File: src/rtl/mem_bus_pkg.sv
// Shared constants for the CPU-to-memory bus bridge: FSM encodings,
// default timeout and the word-alignment mask.
package mem_bus_pkg;

  localparam logic [1:0] ST_IDLE = 2'd0;
  localparam logic [1:0] ST_REQ  = 2'd1;
  localparam logic [1:0] ST_DONE = 2'd2;
  localparam logic [1:0] ST_ERR  = 2'd3;

  localparam logic [15:0] DEFAULT_TIMEOUT = 16'd255;
  localparam logic [1:0]  ALIGN_MASK      = 2'b11;

endpackage

File: src/rtl/bus_timeout_counter.sv
// Saturating 16-bit wait counter; o_expired flags that the increment taken
// this cycle brings the count up to TIMEOUT.
module bus_timeout_counter
  import mem_bus_pkg::*;
#(
  parameter logic [15:0] TIMEOUT = DEFAULT_TIMEOUT
) (
  input  logic clk,
  input  logic reset,
  input  logic i_clear,
  input  logic i_enable,
  output logic o_expired
);

  logic [15:0] r_count;
  logic [15:0] w_count_inc;

  // Saturating increment: never wraps back to zero.
  always_comb begin
    w_count_inc = r_count;
    if (r_count == 16'hFFFF) begin
      w_count_inc = r_count;
    end else begin
      w_count_inc = r_count + 16'd1;
    end
  end

  assign o_expired = i_enable && (w_count_inc >= TIMEOUT);

  // Count register with clear priority over enable.
  always_ff @(posedge clk or negedge reset) begin
    if (!reset) begin
      r_count <= 16'd0;
    end else if (i_clear) begin
      r_count <= 16'd0;
    end else if (i_enable) begin
      r_count <= w_count_inc;
    end else begin
      r_count <= r_count;
    end
  end

endmodule

File: src/rtl/mem_bus_bridge.sv
// Converts single-cycle CPU memory requests into a registered valid/ack bus
// transaction with ready/err completion pulses and registered read data.
module mem_bus_bridge
  import mem_bus_pkg::*;
#(
  parameter int          ADDR_W  = 32,
  parameter int          DATA_W  = 32,
  parameter logic [15:0] TIMEOUT = DEFAULT_TIMEOUT
) (
  input  logic              clk,
  input  logic              reset,
  input  logic              cpu_req,
  input  logic              cpu_we,
  input  logic [ADDR_W-1:0] cpu_addr,
  input  logic [DATA_W-1:0] cpu_wdata,
  output logic [DATA_W-1:0] cpu_rdata,
  output logic              cpu_ready,
  output logic              cpu_err,
  output logic              busy,
  output logic              bus_valid,
  output logic              bus_we,
  output logic [ADDR_W-1:0] bus_addr,
  output logic [DATA_W-1:0] bus_wdata,
  input  logic              bus_ack,
  input  logic [DATA_W-1:0] bus_rdata
);

  logic [1:0]        r_state;
  logic [1:0]        w_state_next;
  logic              w_accept;
  logic              w_misaligned;
  logic              w_cnt_enable;
  logic              w_expired;
  logic              r_cpu_ready;
  logic              r_cpu_err;
  logic              r_busy;
  logic              r_bus_valid;
  logic              r_we;
  logic [ADDR_W-1:0] r_addr;
  logic [DATA_W-1:0] r_wdata;
  logic [DATA_W-1:0] r_cpu_rdata;

  assign w_misaligned = (cpu_addr[1:0] & ALIGN_MASK) != 2'b00;
  assign w_cnt_enable = (r_state == ST_REQ) && !bus_ack;

  bus_timeout_counter #(
    .TIMEOUT (TIMEOUT)
  ) u_timeout (
    .clk       (clk),
    .reset     (reset),
    .i_clear   (w_accept),
    .i_enable  (w_cnt_enable),
    .o_expired (w_expired)
  );

  // Next-state logic; in REQ an ack takes priority over expiry.
  always_comb begin
    w_state_next = r_state;
    w_accept     = 1'b0;
    case (r_state)
      ST_IDLE: begin
        if (cpu_req) begin
          if (w_misaligned) begin
            w_state_next = ST_ERR;
          end else begin
            w_state_next = ST_REQ;
            w_accept     = 1'b1;
          end
        end else begin
          w_state_next = ST_IDLE;
        end
      end
      ST_REQ: begin
        if (bus_ack) begin
          w_state_next = ST_DONE;
        end else if (w_expired) begin
          w_state_next = ST_ERR;
        end else begin
          w_state_next = ST_REQ;
        end
      end
      ST_DONE: w_state_next = ST_IDLE;
      ST_ERR:  w_state_next = ST_IDLE;
      default: w_state_next = ST_IDLE;
    endcase
  end

  // State, registered outputs decoded from the next state, request capture and read data.
  always_ff @(posedge clk or negedge reset) begin
    if (!reset) begin
      r_state     <= ST_IDLE;
      r_bus_valid <= 1'b0;
      r_busy      <= 1'b0;
      r_cpu_ready <= 1'b0;
      r_cpu_err   <= 1'b0;
      r_we        <= 1'b0;
      r_addr      <= '0;
      r_wdata     <= '0;
      r_cpu_rdata <= '0;
    end else begin
      r_state     <= w_state_next;
      r_bus_valid <= (w_state_next == ST_REQ);
      r_busy      <= (w_state_next != ST_IDLE);
      r_cpu_ready <= (w_state_next == ST_DONE);
      r_cpu_err   <= (w_state_next == ST_ERR);
      if (w_accept) begin
        r_we    <= cpu_we;
        r_addr  <= {cpu_addr[ADDR_W-1:2], 2'b00};
        r_wdata <= cpu_wdata;
      end else begin
        r_we    <= r_we;
        r_addr  <= r_addr;
        r_wdata <= r_wdata;
      end
      if ((r_state == ST_REQ) && bus_ack && !r_we) begin
        r_cpu_rdata <= bus_rdata;
      end else begin
        r_cpu_rdata <= r_cpu_rdata;
      end
    end
  end

  assign cpu_rdata = r_cpu_rdata;
  assign cpu_ready = r_cpu_ready;
  assign cpu_err   = r_cpu_err;
  assign busy      = r_busy;
  assign bus_valid = r_bus_valid;
  assign bus_we    = r_we;
  assign bus_addr  = r_addr;
  assign bus_wdata = r_wdata;

endmodule

File: config.mk
export PLATFORM = sky130hd
export DESIGN_NAME = mem_bus_bridge
export DESIGN_NICKNAME = d
export VERILOG_FILES = /design/src/rtl/mem_bus_pkg.sv /design/src/rtl/bus_timeout_counter.sv /design/src/rtl/mem_bus_bridge.sv
export SDC_FILE = /design/constraint.sdc
export NUM_CORES = 1
export LEC_CHECK = 0
export CAP_MARGIN = 20
export CORE_MARGIN = 10
export CORE_UTILIZATION = 45
export DETAILED_ROUTE_END_ITERATION = 7
export PLACE_DENSITY = 0.81
export SETUP_SLACK_MARGIN = 0.4
export SLEW_MARGIN = 20
export SYNTH_ARGS = -nofsm -noshare
export SYNTH_HDL_FRONTEND = slang
export SYNTH_HIERARCHICAL = 1
export SYNTH_SLANG_ARGS = --single-unit
File: constraint.sdc
create_clock -name clk -period 2.6 [get_ports clk]
set_input_delay 0.52 -clock clk [delete_from_list [all_inputs] [get_ports clk]]
set_output_delay 0.52 -clock clk [all_outputs]
set_load 0.01 [all_outputs]
=== Word-level counts from Yosys, hierarchy flattened ===
Index checks and enable logic that the tools add are counted.

* Input port bits: 101
* Register bits: 117

* Add/subtract/negate cells: 1
* Reductions and logical operators: 11
* Muxes and demuxes: 11
* Magnitude comparators: 1
* Equality and inequality tests: 7

{| class="wikitable"
|+ Operator list
! cell !! number
|-
| $mux 16 || 3
|-
| $add 16x1->16 const B || 1
|-
| $eq 16x16->1 const B || 1
|-
| $ge 16x8->1 const B || 1
|-
| $eq 2x2->1 const B || 4
|-
| $mux 2 || 4
|-
| $pmux 2 s3 || 1
|-
| $reduce_bool 2->1 || 3
|-
| $eq 2x1->1 const B || 2
|-
| $logic_and 1x1->1 || 4
|-
| $mux 1 || 3
|-
| $logic_not 1->1 || 2
|-
| $logic_not 2->1 || 1
|-
| $reduce_or 2->1 || 1
|}

=== Logic depth before layout (Yosys ltp) ===
* Depth in word-level cells: 8
* Depth in mapped cells: 11

=== By module ===
The synthesis kept the hierarchy.

{| class="wikitable"
|+ Modules (own cells, without submodules)
! module !! area each (um^2) !! instances !! cells each
|-
| mem_bus_bridge || 4262.8 || 1 || 228
|-
| bus_timeout_counter || 1141.1 || 1 || 130
|}

=== Worst setup path before layout ===
No wires, ideal clock.

* Path kind: reg2reg
* Start point: register u_timeout.r_count[0]
* End point: register r_bus_valid, in the netlist bus_valid
* Slack: 528 ps
* Arrival time: 1948 ps
* Setup time: 124 ps
* Stages on the path, launching flop included: 10
* Data required time: 2476 ps
* Clock period less this slack: 2072 ps
* Path buffers: 0
* Path through: dfrtp_1 > ha_1 > nand3_2 > or3_4 > o2111ai_2 > a31oi_1 > o32ai_2 > nor2_1 > a21oi_1 > nor2_1

* Word-level cells in the longest chain between the ends: 8

{| class="wikitable"
|+ Ends and longest elaborated chain
! item !! line !! RTL
|-
| start: declaration || bus_timeout_counter.sv:15 || <nowiki>logic [15:0] r_count;</nowiki>
|-
| start signal: assignment || bus_timeout_counter.sv:37 || <nowiki>r_count <= w_count_inc;</nowiki>
|-
| start signal: assignment || bus_timeout_counter.sv:39 || <nowiki>r_count <= r_count;</nowiki>
|-
| $add 16x1->16 / $eq 16x16->1 (equally long branches) || bus_timeout_counter.sv:24, bus_timeout_counter.sv:21 ||
|-
| $mux 16 (*) || bus_timeout_counter.sv:21 || <nowiki>if (r_count == 16'hFFFF) begin</nowiki>
|-
| $ge 16x8->1 (*) || bus_timeout_counter.sv:28 || <nowiki>assign o_expired = i_enable && (w_count_inc >= TIMEOUT);</nowiki>
|-
| $logic_and 1x1->1 (*) || bus_timeout_counter.sv:28 ||
|-
| named net w_expired || mem_bus_bridge.sv:33 || <nowiki>logic w_expired;</nowiki>
|-
| $mux 2 (*) || mem_bus_bridge.sv:76 || <nowiki>end else if (w_expired) begin</nowiki>
|-
| $mux 2 (*) || mem_bus_bridge.sv:74 || <nowiki>if (bus_ack) begin</nowiki>
|-
| $pmux 2 s3 (*) || mem_bus_bridge.sv:60 || <nowiki>case (r_state)</nowiki>
|-
| $eq 2x1->1 (*) || mem_bus_bridge.sv:102 || <nowiki>r_bus_valid <= (w_state_next == ST_REQ);</nowiki>
|-
| end signal: assignment || mem_bus_bridge.sv:102 ||
|-
| end: declaration || mem_bus_bridge.sv:37 || <nowiki>logic r_bus_valid;</nowiki>
|}

The timed path passes the listed nets; every way through them passes the cells marked *.
A chain may end at the register's enable or synchronous reset.

=== Worst setup path after layout ===
* Start point: register r_state[0]
* End point: register r_cpu_err, in the netlist cpu_err

* Word-level cells in the longest chain between the ends: 7

{| class="wikitable"
|+ Ends and longest elaborated chain
! item !! line !! RTL
|-
| start: declaration || mem_bus_bridge.sv:28 || <nowiki>logic [1:0] r_state;</nowiki>
|-
| start signal: assignment || mem_bus_bridge.sv:101 || <nowiki>r_state <= w_state_next;</nowiki>
|-
| $eq 2x1->1 || mem_bus_bridge.sv:44 || <nowiki>assign w_cnt_enable = (r_state == ST_REQ) && !bus_ack;</nowiki>
|-
| $logic_and 1x1->1 || mem_bus_bridge.sv:44 ||
|-
| named net w_cnt_enable || mem_bus_bridge.sv:32 || <nowiki>logic w_cnt_enable;</nowiki>
|-
| $logic_and 1x1->1 || bus_timeout_counter.sv:28 ||
|-
| named net w_expired || mem_bus_bridge.sv:33 ||
|-
| $mux 2 || mem_bus_bridge.sv:76 ||
|-
| $mux 2 || mem_bus_bridge.sv:74 ||
|-
| $pmux 2 s3 || mem_bus_bridge.sv:60 ||
|-
| $eq 2x2->1 || mem_bus_bridge.sv:105 || <nowiki>r_cpu_err <= (w_state_next == ST_ERR);</nowiki>
|-
| end signal: assignment || mem_bus_bridge.sv:105 ||
|-
| end: declaration || mem_bus_bridge.sv:35 || <nowiki>logic r_cpu_err;</nowiki>
|}

The timed path passes the listed nets, and every way through them passes these cells.

==> impl_metrics.toml <==
[routing]
wl_per_cell_um = 23.6
drc = 0
drt_iter0_drc = 237
first_pass_iters = 4
ant_nets = 0
routed_wl_mm = 17.3
via_per_inst = 5.26
vias = 3851

[power_and_ir_drop]
p_sw_w = 0.00289
p_int_w = 0.00671
combPwrFrac = 0.425
peakVddDrop_mv = 0.558
p_clk_frac = 0.240
power_frac_seq = 0.335
p_per_area_nw_per_um2 = 1170
leakagePower_nw = 3.50
swShare = 0.301

[critical_path]
cp_top_family = "simple AND/OR/NAND/NOR gates"
crit_chain = "nor3b_1 > nand3_1 > or3_1 > o32ai_2 > buf_4 > nand3b_1 > a21oi_1"
crit_fanout = 9
critical_path_class = "reg -> reg"
worstPathRequired_ns = 2.93
worst-path-buf-inv = 1
cpPeakStageDelay_ns = 0.52
crit_path_end_kind = "flip-flop"
worst_setup_path_start_kind = "flip-flop"
cpMaxStageDelayCell = "dfrtp_1"
cp.arrival_ns = 2.56

[placed_design]
place_congestion = 0.856
place.port_buffers = 199
dp_hpwl_mm = 11.9
place_worst_setup_slack_ns = 0.235

[sta]
fin_ws_ns = 0.367
setup_viol = 0
max_slew.worst_pin.slew_ns = 0.668
relSlewSlack = 0.553
period_share = 0.859
drv_slew = 0
fin_crit_ns = 2.23
hold_viol = 0
finalClockSkew_ns = 0.00742
finalSetupTns_ns = 0
fmax_mhz = 448
rsz0062_at_grt = "false"

[logic_synthesis]
async_flop_share = 1.00
yosys_most_used_dff = "dfrtp_1"
ys_seq_elements = 117
ys_seq_area_frac = 0.542
synth_top_area_frac = 0.542
synth_edf_count = 0
syn_avg_cell_area_um2 = 15.1
synthCells = 358
synth_area_leaders = "dfrtp_1 (54%), mux2_4 (25%), buf_12 (2.6%), nor2_1 (1.5%), mux2_2 (1.3%)"
yosys_warnings = 6
yosys.area.top_type = "dfrtp_1"
ys_types = 49
syn_area_um2 = 5400

[clock_tree]
clock_latency_ns = 0.41
cts_buffer_depth = 2
cts_buffers = 17
cts_max_level = 4
cts_root_buf = "clkbuf_16"
clk_pin_slew_ns = 0.05
cts_tree = "done"
cts.sinks = 117
ctsHoldBuffers = 0

[floorplan]
start_util = 0.467
die_h_um = 130
ios = 202
coreArea_um2 = 11600
row_count = 39
die_w_um = 130
die_area_um2 = 16800

[flow_run]
maxCapViolCount = 0

[outcome]
outcome = "complete, no violations"

[final_layout]
fin_nets = 677
area_growth_pct = 51.9
drive_above_1_share = 0.299

[global_route]
grt_pass1_wl_mm = 25.4
grt_usage = 0.200
grt_start_max_net_pins = 50
antenna_found_initial = 2
overflow = 0
grt_pass1_vias = 4014

[worst_hold_path]
min_path_type = "in -> async"
-- cell usage after synthesis, types with 3 or more instances --
| cell | instances |
|---|---|
| a211oi_1 | 5 |
| a21oi_1 | 10 |
| a31oi_1 | 5 |
| and2_1 | 4 |
| and3_1 | 3 |
| and4_1 | 4 |
| buf_12 | 7 |
| buf_2 | 6 |
| buf_4 | 3 |
| buf_6 | 5 |
| dfrtp_1 | 117 |
| inv_1 | 3 |
| mux2_2 | 6 |
| mux2_4 | 89 |
| nand2_1 | 4 |
| nand3_1 | 5 |
| nand4_1 | 4 |
| nor2_1 | 21 |
| nor2b_1 | 4 |
| nor3_1 | 5 |
| o21ai_0 | 5 |
| or3_1 | 3 |
| xnor2_1 | 6 |
| xor2_1 | 3 |
-- per-layer routing --
| layer | GRT usage | part of all wire |
|---|---|---|
| met1 | 0.214 | 0.36 |
| met2 | 0.347 | 0.52 |
| met3 | 0.0852 | 0.10 |
| met4 | 0.0734 | 0.017 |
| met5 | 0 | 0.00075 |
-- timing repair --
action	CTS	global route
pin swaps	1	5
setup endpoints to repair	7	4
buffers inserted	2	6
cloned	0	0
gates resized for setup	3	19
-- layout by cell type, fill, tap and decap left out, drive strengths merged, types with 2 or more instances in the layout --
cell | netlist | layout
clkdlybuf4s50 | 0 | 198
dfrtp | 117 | 117
mux2 | 95 | 95
buf | 22 | 23
nor2 | 21 | 21
clkbuf | 2 | 18
a21oi | 10 | 10
o21ai | 7 | 7
xnor2 | 6 | 6
nand3 | 6 | 6
nand4 | 6 | 6
inv | 3 | 6
clkinvlp | 0 | 5
a31oi | 5 | 5
nor3 | 5 | 5
a211oi | 5 | 5
nand2 | 4 | 4
and2 | 4 | 4
nor2b | 4 | 4
and4 | 4 | 4
or3 | 4 | 4
clkinv | 0 | 4
xor2 | 3 | 3
and3 | 3 | 3
and3b | 2 | 2
nand3b | 2 | 2
conb | 1 | 2
bufinv | 0 | 2
o2111ai | 2 | 2
nor4 | 2 | 2
a311oi | 2 | 2
-- flip-flops by register name, indices dropped and copies added (netlist names) --
name               count
bus_addr              30
bus_valid              1
bus_wdata             32
bus_we                 1
busy                   1
cpu_err                1
cpu_rdata             32
cpu_ready              1
r_state                2
u_timeout/r_count     16
-- cell type report --
class	count	area, µm²
fillers	712	3360
flip-flops and latches	117	2940
multi-input cells	215	2280
repair buffers	221	2200
clock buffers	18	439
well taps	143	179
clock inverters	14	151
inverters	3	11.3
diodes	1	2.50
-- power groups by stage --
stage	registers, W	logic, W	clock network [W]
2_1_floorplan	0.00346	0.00155	0
3_3_place_gp	0.00312	0.00392	0
3_5_place_dp	0.00318	0.00396	0
4_1_cts	0.00320	0.00409	0.00233
5_1_grt	0.00331	0.00429	0.00243
6_report	0.00322	0.00408	0.00230
-- cell families after synthesis --
group                    Yosys count  share of synthesized area
XOR/XNOR                           9                     0.0146
buffers and inverters             27                     0.0502
AND/OR/NAND/NOR                   71                     0.0815
AO/OA/AOI/OAI                     36                     0.0472
other                              1                   0.000694
multiplexers                      96                      0.262
flip-flops                       117                      0.542
adder cells (fa/ha/maj)            1                    0.00231
-- final timing paths --
path	endpoint	depth (start not counted)	startpoint	slack, ns
max	cpu_err	7	r_state[0]	0.37
min	bus_wdata[23]	1	reset	0.13
max reg2reg	cpu_err	7	r_state[0]	0.37
min reg2reg	cpu_rdata[0]	1	cpu_rdata[0]	0.51
max in group asynchronous	bus_addr[17]	2	reset	1.79
min in group clk	cpu_rdata[0]	1	cpu_rdata[0]	0.51
-- metrics by stage --
step	power, W	cells	instance area (µm²)	hold WS (ns)	utilization
floorplan	0.00501	359	5410	0.224	-
global placement	0.00704	691	7480	0.488	0.647
detailed placement	0.00714	691	7480	0.492	0.647
CTS	0.00962	725	8100	0.148	0.701
global route	0.0100	732	8210	0.174	0.710
finish	0.00960	732	8210	0.127	0.710
No activity file was read; power rests on OpenSTA's default activity.
